$ cat src/rtl/demux_buffered.sv
// ---- demux_buffered: 1-to-2 demultiplexer with a DEPTH-entry FIFO per output ----
// ---- rev 1.0 ----
`default_nettype none

module demux_buffered #(
  parameter int WIDTH = 4,
  parameter int DEPTH = 2
) (
  input  logic                       clk,
  input  logic                       rst_n,
  input  logic [WIDTH-1:0]           din,
  input  logic                       s,
  input  logic                       in_valid,
  output logic                       in_ready,
  output logic [WIDTH-1:0]           y0,
  output logic                       y0_valid,
  input  logic                       y0_ready,
  output logic [WIDTH-1:0]           y1,
  output logic                       y1_valid,
  input  logic                       y1_ready,
  output logic [$clog2(DEPTH+1)-1:0] cnt0,
  output logic [$clog2(DEPTH+1)-1:0] cnt1
);

  localparam int CW = $clog2(DEPTH + 1);
  localparam int PW = $clog2(DEPTH);

  logic [1:0]       full;
  logic [1:0]       nonempty;
  logic [1:0]       out_ready;
  logic [WIDTH-1:0] head [2];
  logic [CW-1:0]    count [2];

  assign out_ready = {y1_ready, y0_ready};

  // Acceptance looks only at the selected queue's occupancy, never at the consumer side.
  assign in_ready = s ? !full[1] : !full[0];

  generate
    for (genvar n = 0; n < 2; n++) begin : g_queue
      logic [WIDTH-1:0] mem [DEPTH];
      logic [PW-1:0]    wr_ptr;
      logic [PW-1:0]    rd_ptr;
      logic [CW-1:0]    occ;
      logic             sel;
      logic             push;
      logic             pop;

      assign sel         = (n == 0) ? !s : s;
      assign push        = in_valid && in_ready && sel;
      assign pop         = nonempty[n] && out_ready[n];
      assign nonempty[n] = (occ != '0);
      assign full[n]     = (occ == CW'(DEPTH));
      assign head[n]     = mem[rd_ptr];
      assign count[n]    = occ;

      always_ff @(posedge clk or negedge rst_n) begin
        if (!rst_n) begin
          for (int i = 0; i < DEPTH; i++) begin
            mem[i] <= '0;
          end
          wr_ptr <= '0;
          rd_ptr <= '0;
          occ    <= '0;
        end else begin
          if (push) begin
            mem[wr_ptr] <= din;
            wr_ptr      <= (wr_ptr == PW'(DEPTH - 1)) ? '0 : wr_ptr + 1'b1;
          end
          // Explicit wrap keeps non-power-of-two depths correct.
          if (pop) begin
            rd_ptr <= (rd_ptr == PW'(DEPTH - 1)) ? '0 : rd_ptr + 1'b1;
          end
          case ({push, pop})
            2'b10:   occ <= occ + 1'b1;
            2'b01:   occ <= occ - 1'b1;
            default: occ <= occ;
          endcase
        end
      end
    end
  endgenerate

  assign y0       = head[0];
  assign y1       = head[1];
  assign y0_valid = nonempty[0];
  assign y1_valid = nonempty[1];
  assign cnt0     = count[0];
  assign cnt1     = count[1];

endmodule

`default_nettype wire
$ cat config.mk
export PLATFORM = sky130hd
export DESIGN_NAME = demux_buffered
export DESIGN_NICKNAME = d
export VERILOG_FILES = /design/src/rtl/demux_buffered.sv
export SDC_FILE = /design/constraint.sdc
export NUM_CORES = 1
export LEC_CHECK = 0
export BUFFER_PORTS_ARGS = -buffer_cell sky130_fd_sc_hd__buf_2
export CAP_MARGIN = 5
export CORE_MARGIN = 2
export CORE_UTILIZATION = 56
export CTS_CLUSTER_SIZE = 28
export DETAILED_ROUTE_END_ITERATION = 10
export PLACE_DENSITY = 0.81
export REMOVE_ABC_BUFFERS = 1
export SYNTH_ARGS = -nofsm -noshare
export SYNTH_HDL_FRONTEND = slang
export SYNTH_SLANG_ARGS = --single-unit
$ cat constraint.sdc
create_clock -name clk -period 3.6 [get_ports clk]
set_input_delay 0.36 -clock clk [delete_from_list [all_inputs] [get_ports clk]]
set_output_delay 0.36 -clock clk [all_outputs]
set_load 0.05 [all_outputs]
==> Yosys cells after proc, flatten, opt, wreduce, memory -nomap -nowiden <==
Index checks and enable logic that the tools add are counted.
{ "classes": {"n_reduce_logical": 14, "shifts": 0, "n_div": 0, "n_mux": 19, "bitwise": 4, "order_cmp": 6, "addsub": 8, "n_mul": 0, "n_eq_ne": 6} }
{ "op_table": {"columns": ["operator", "n"], "rows": [
  ["two-way mux 4 bit", 8],
  ["bitwise mux 8 bit", 2],
  ["demux 4 bit (select 1 bit)", 2],
  ["equality test 2 bit (second input constant)", 4],
  ["greater-or-equal comparator 2 bit (second input constant)", 4],
  ["inverter 1 -> 2 bit", 4],
  ["case mux 2 bit (2 select lines)", 2],
  ["nonzero test 2 bit", 4],
  ["logical AND 1 bit", 7],
  ["two-way mux 1 bit", 5],
  ["adder 1 bit (second input constant)", 4],
  ["adder 2 x 1 -> 2 bit (second input constant)", 2],
  ["equality test 2 x 1 -> 1 bit (second input constant)", 2],
  ["< comparator 2 x 1 -> 1 bit (second input constant)", 2],
  ["subtractor 2 x 1 -> 2 bit (second input constant)", 2],
  ["zero test 1 bit", 3]
]} }
{ "word_totals": {"memories": 0, "romBits": 0, "latchBits": 0, "ramBits": 0, "register_bits": 24, "out_inout_bits": 15, "elab_cells": 67, "input_bits": 10} }

==> Logic depth before layout (Yosys ltp) <==
{ "logic_depth": {"ltp_word": 7, "depth_mapped": 6, "ltp_nobuf": 6} }

==> Worst setup path before layout <==
OpenSTA, ideal clock, no wires.
{ "synth_timing": {"path_kind": "register to output", "start": "register g_queue[1].occ[0], in the netlist cnt1[0]", "end": "output port in_ready", "required_ns": 3.240, "t_arrival_ns": 1.740, "setup_slack_ns": 1.500, "stages_incl_launch_ff": 3, "path_cell_list": "dfrtp_1 and2b_4 a21oi_1"} }
{ "synth_via": {"elab_chain_cells": 3} }
{ "synth_rtl": {"columns": ["item", "line_no", "rtl"], "rows": [
  ["start: declaration", "44", "logic [CW-1:0] occ;"],
  ["start signal: assignment", "75", "2'b10: occ <= occ + 1'b1;"],
  ["start signal: assignment", "76", "2'b01: occ <= occ - 1'b1;"],
  ["equality test 2 bit", "53", "assign full[n] = (occ == CW'(DEPTH));"],
  ["zero test 1 bit", "37", "assign in_ready = s ? !full[1] : !full[0];"],
  ["two-way mux 1 bit", "37", null],
  ["end: declaration", "14", "output logic in_ready,"]
]} }
Every way passes these cells.

==> Worst setup path in the final report <==
Ends and elaborated chain as after synthesis.

==> flow_summary.json <==
{
  "status": "finished clean",
  "routed_wl_mm": 1.74,
  "gp_congestion": 0.703,
  "io_pins": 25,
  "clkLatencyLatePin_ns": 0.30,
  "post_cts_buffers": 0,
  "drv_cap": 0,
  "gr-total-overflow": 0,
  "crit_path_end_kind": "primary output",
  "yosys_warnings": 0,
  "die_area_um2": 2380,
  "grt_pass1_vias": 703,
  "max_freq_ghz": 0.573,
  "worstPathRequired_ns": 3.24,
  "cts_root_buffer": "clkbuf_4",
  "slew_headroom_pct": 65.8,
  "setup_violations": 0,
  "report.final.slew_viol_count": 0,
  "cts-buffers-inserted": 3,
  "tritoncts": "yes",
  "area.sequential_um2": 601,
  "drive_gt1_share_pct": 34.3,
  "cts_resized": 0,
  "antenna_found_initial": 0,
  "final_cell_count_no_fill": 132,
  "placedCellCount": 129,
  "htree_levels": 1,
  "vias": 687,
  "fillers": 155,
  "dr.first_iter.drc_count": 3,
  "initial_core_util_pct": 58.5,
  "rows": 16,
  "ys_seq_area_share_pct": 53.5,
  "criticalPathCategory": "reg2out",
  "hold_violations": 0,
  "hold_buffers": 0,
  "clkSinkCount": 24,
  "tightest_slew_ns": 0.513,
  "antenna_cells": 0,
  "post_drt_wl_per_cell_um": 13.2,
  "postSynthCellCount": 78,
  "whs_ns": 0.0152,
  "die_h_um": 48.8,
  "pre_cts_ws_ns": 2.04,
  "grt_usage_pct": 17.2,
  "multiInputGateArea_um2": 523,
  "reg2reg_slack_ns": 2.04,
  "drt.antenna.violating_nets": 0,
  "cp-start-kind": "register",
  "nets": 119,
  "remaining_drc_errors": 0,
  "syn_area_per_cell_um2": 14.4,
  "layout_common_cells": "dfrtp_1, buf_2, mux2_1",
  "path_max_fanout": 6,
  "area_growth_pct": 15.7,
  "routed_via_density": 5.20,
  "worst_slack_ns": 1.85,
  "design.core.area_um2": 1920,
  "drt_first_pass_iters": 3,
  "grt_setup_unrepaired": "no",
  "dpl.hpwl_mm": 1.33,
  "ys_ff_latch": 24,
  "crit_arrival_ns": 1.39,
  "clk_pin_slew_ns": 0.12,
  "die_w_um": 48.8,
  "synthesis.area_um2": 1120,
  "fin_crit_sh_pct": 48.5,
  "timing.setup.tns_ns": 0,
  "fin_crit_ns": 1.75,
  "grt_max_degree": 25,
  "place.port_buffers": 24,
  "grt_pass1_wl_mm": 3.21,
  "finClkSkew_ns": 0.000806,
  "hold_path.class": "in2async",
  "cts_buffer_depth": 2,
  "ys_types": 19
}
==> sequential cells by signal, summed over array words and instances, names as in the netlist <==
name	cells
g_queue.mem	16
cnt0	2
cnt1	2
g_queue.rd_ptr	2
g_queue.wr_ptr	2
==> cell families after synthesis <==
logic type      synth area share, %
compound gates                0.445
xor+xnor                       7.79
fa+ha+maj                      2.23
flops                          53.5
mux                            24.1
simple gates                   12.0
==> final timing paths <==
path | cells after the start | endpoint | start
max in group asynchronous | 1 | g_queue[1].wr_ptr | rst_n
max reg2reg | 6 | cnt1[1] | cnt1[0]
min | 1 | g_queue[0].mem[1] | rst_n
min in group clk | 2 | g_queue[0].mem[0] | din[0]
min reg2reg | 1 | g_queue[1].mem[4] | g_queue[1].mem[4]
max | 3 | in_ready | cnt1[0]
==> synthesized netlist by cell type <==
master | count | area share, %
dfrtp_1 | 24 | 53
mux2_1 | 20 | 20
xnor2_1 | 6 | 4.7
mux2_2 | 4 | 4.0
xor2_1 | 4 | 3.1
nor2_1 | 3 | 1.0
and2_1 | 2 | 1.1
ha_1 | 2 | 2.2
nand2b_1 | 2 | 1.1
or2_1 | 2 | 1.1
a21oi_1 | 1 | 0.45
and2b_4 | 1 | 0.89
and4bb_4 | 1 | 1.4
nand2_1 | 1 | 0.33
nand3_1 | 1 | 0.45
nand3b_1 | 1 | 0.67
nand4_2 | 1 | 1.1
nand4b_2 | 1 | 1.3
nor3_4 | 1 | 1.4
==> cell type report <==
type / instances / area share (%)
well taps: 27 / 2.60
repair buffers: 24 / 9.24
flip-flops and latches: 24 / 46.2
multi-input cells: 54 / 40.2
clock buffers: 3 / 1.73
==> worst max-delay path, stage by stage, from the launching register on <==
cell and delay, ns:
dfrtp_1 0.45, and2b_4 0.23, a21oi_1 0.13, buf_2 0.27
==> stage by stage <==
stage | util [%] | cell area [µm²]
after floorplan | - | 1120
after global placement | 66.5 | 1280
after detailed placement | 66.5 | 1280
after CTS | 67.6 | 1300
after global routing | 67.6 | 1300
final | 67.6 | 1300
==> per-layer routing <==
layer / share of wire (%) / up-vias / wire [µm] / GRT usage (%)
met5: 0 / - / 0 / 0
met4: 0.69 / 0 / 12 / 5.71
met3: 3.3 / 2 / 58 / 2.76
met2: 50 / 13 / 872 / 28.1
met1: 46 / 339 / 796 / 23.7
li1: - / 333 / - / -
Power is not shown: default switching activity piles up to over one toggle a cycle in this logic, so the estimate is an artifact.
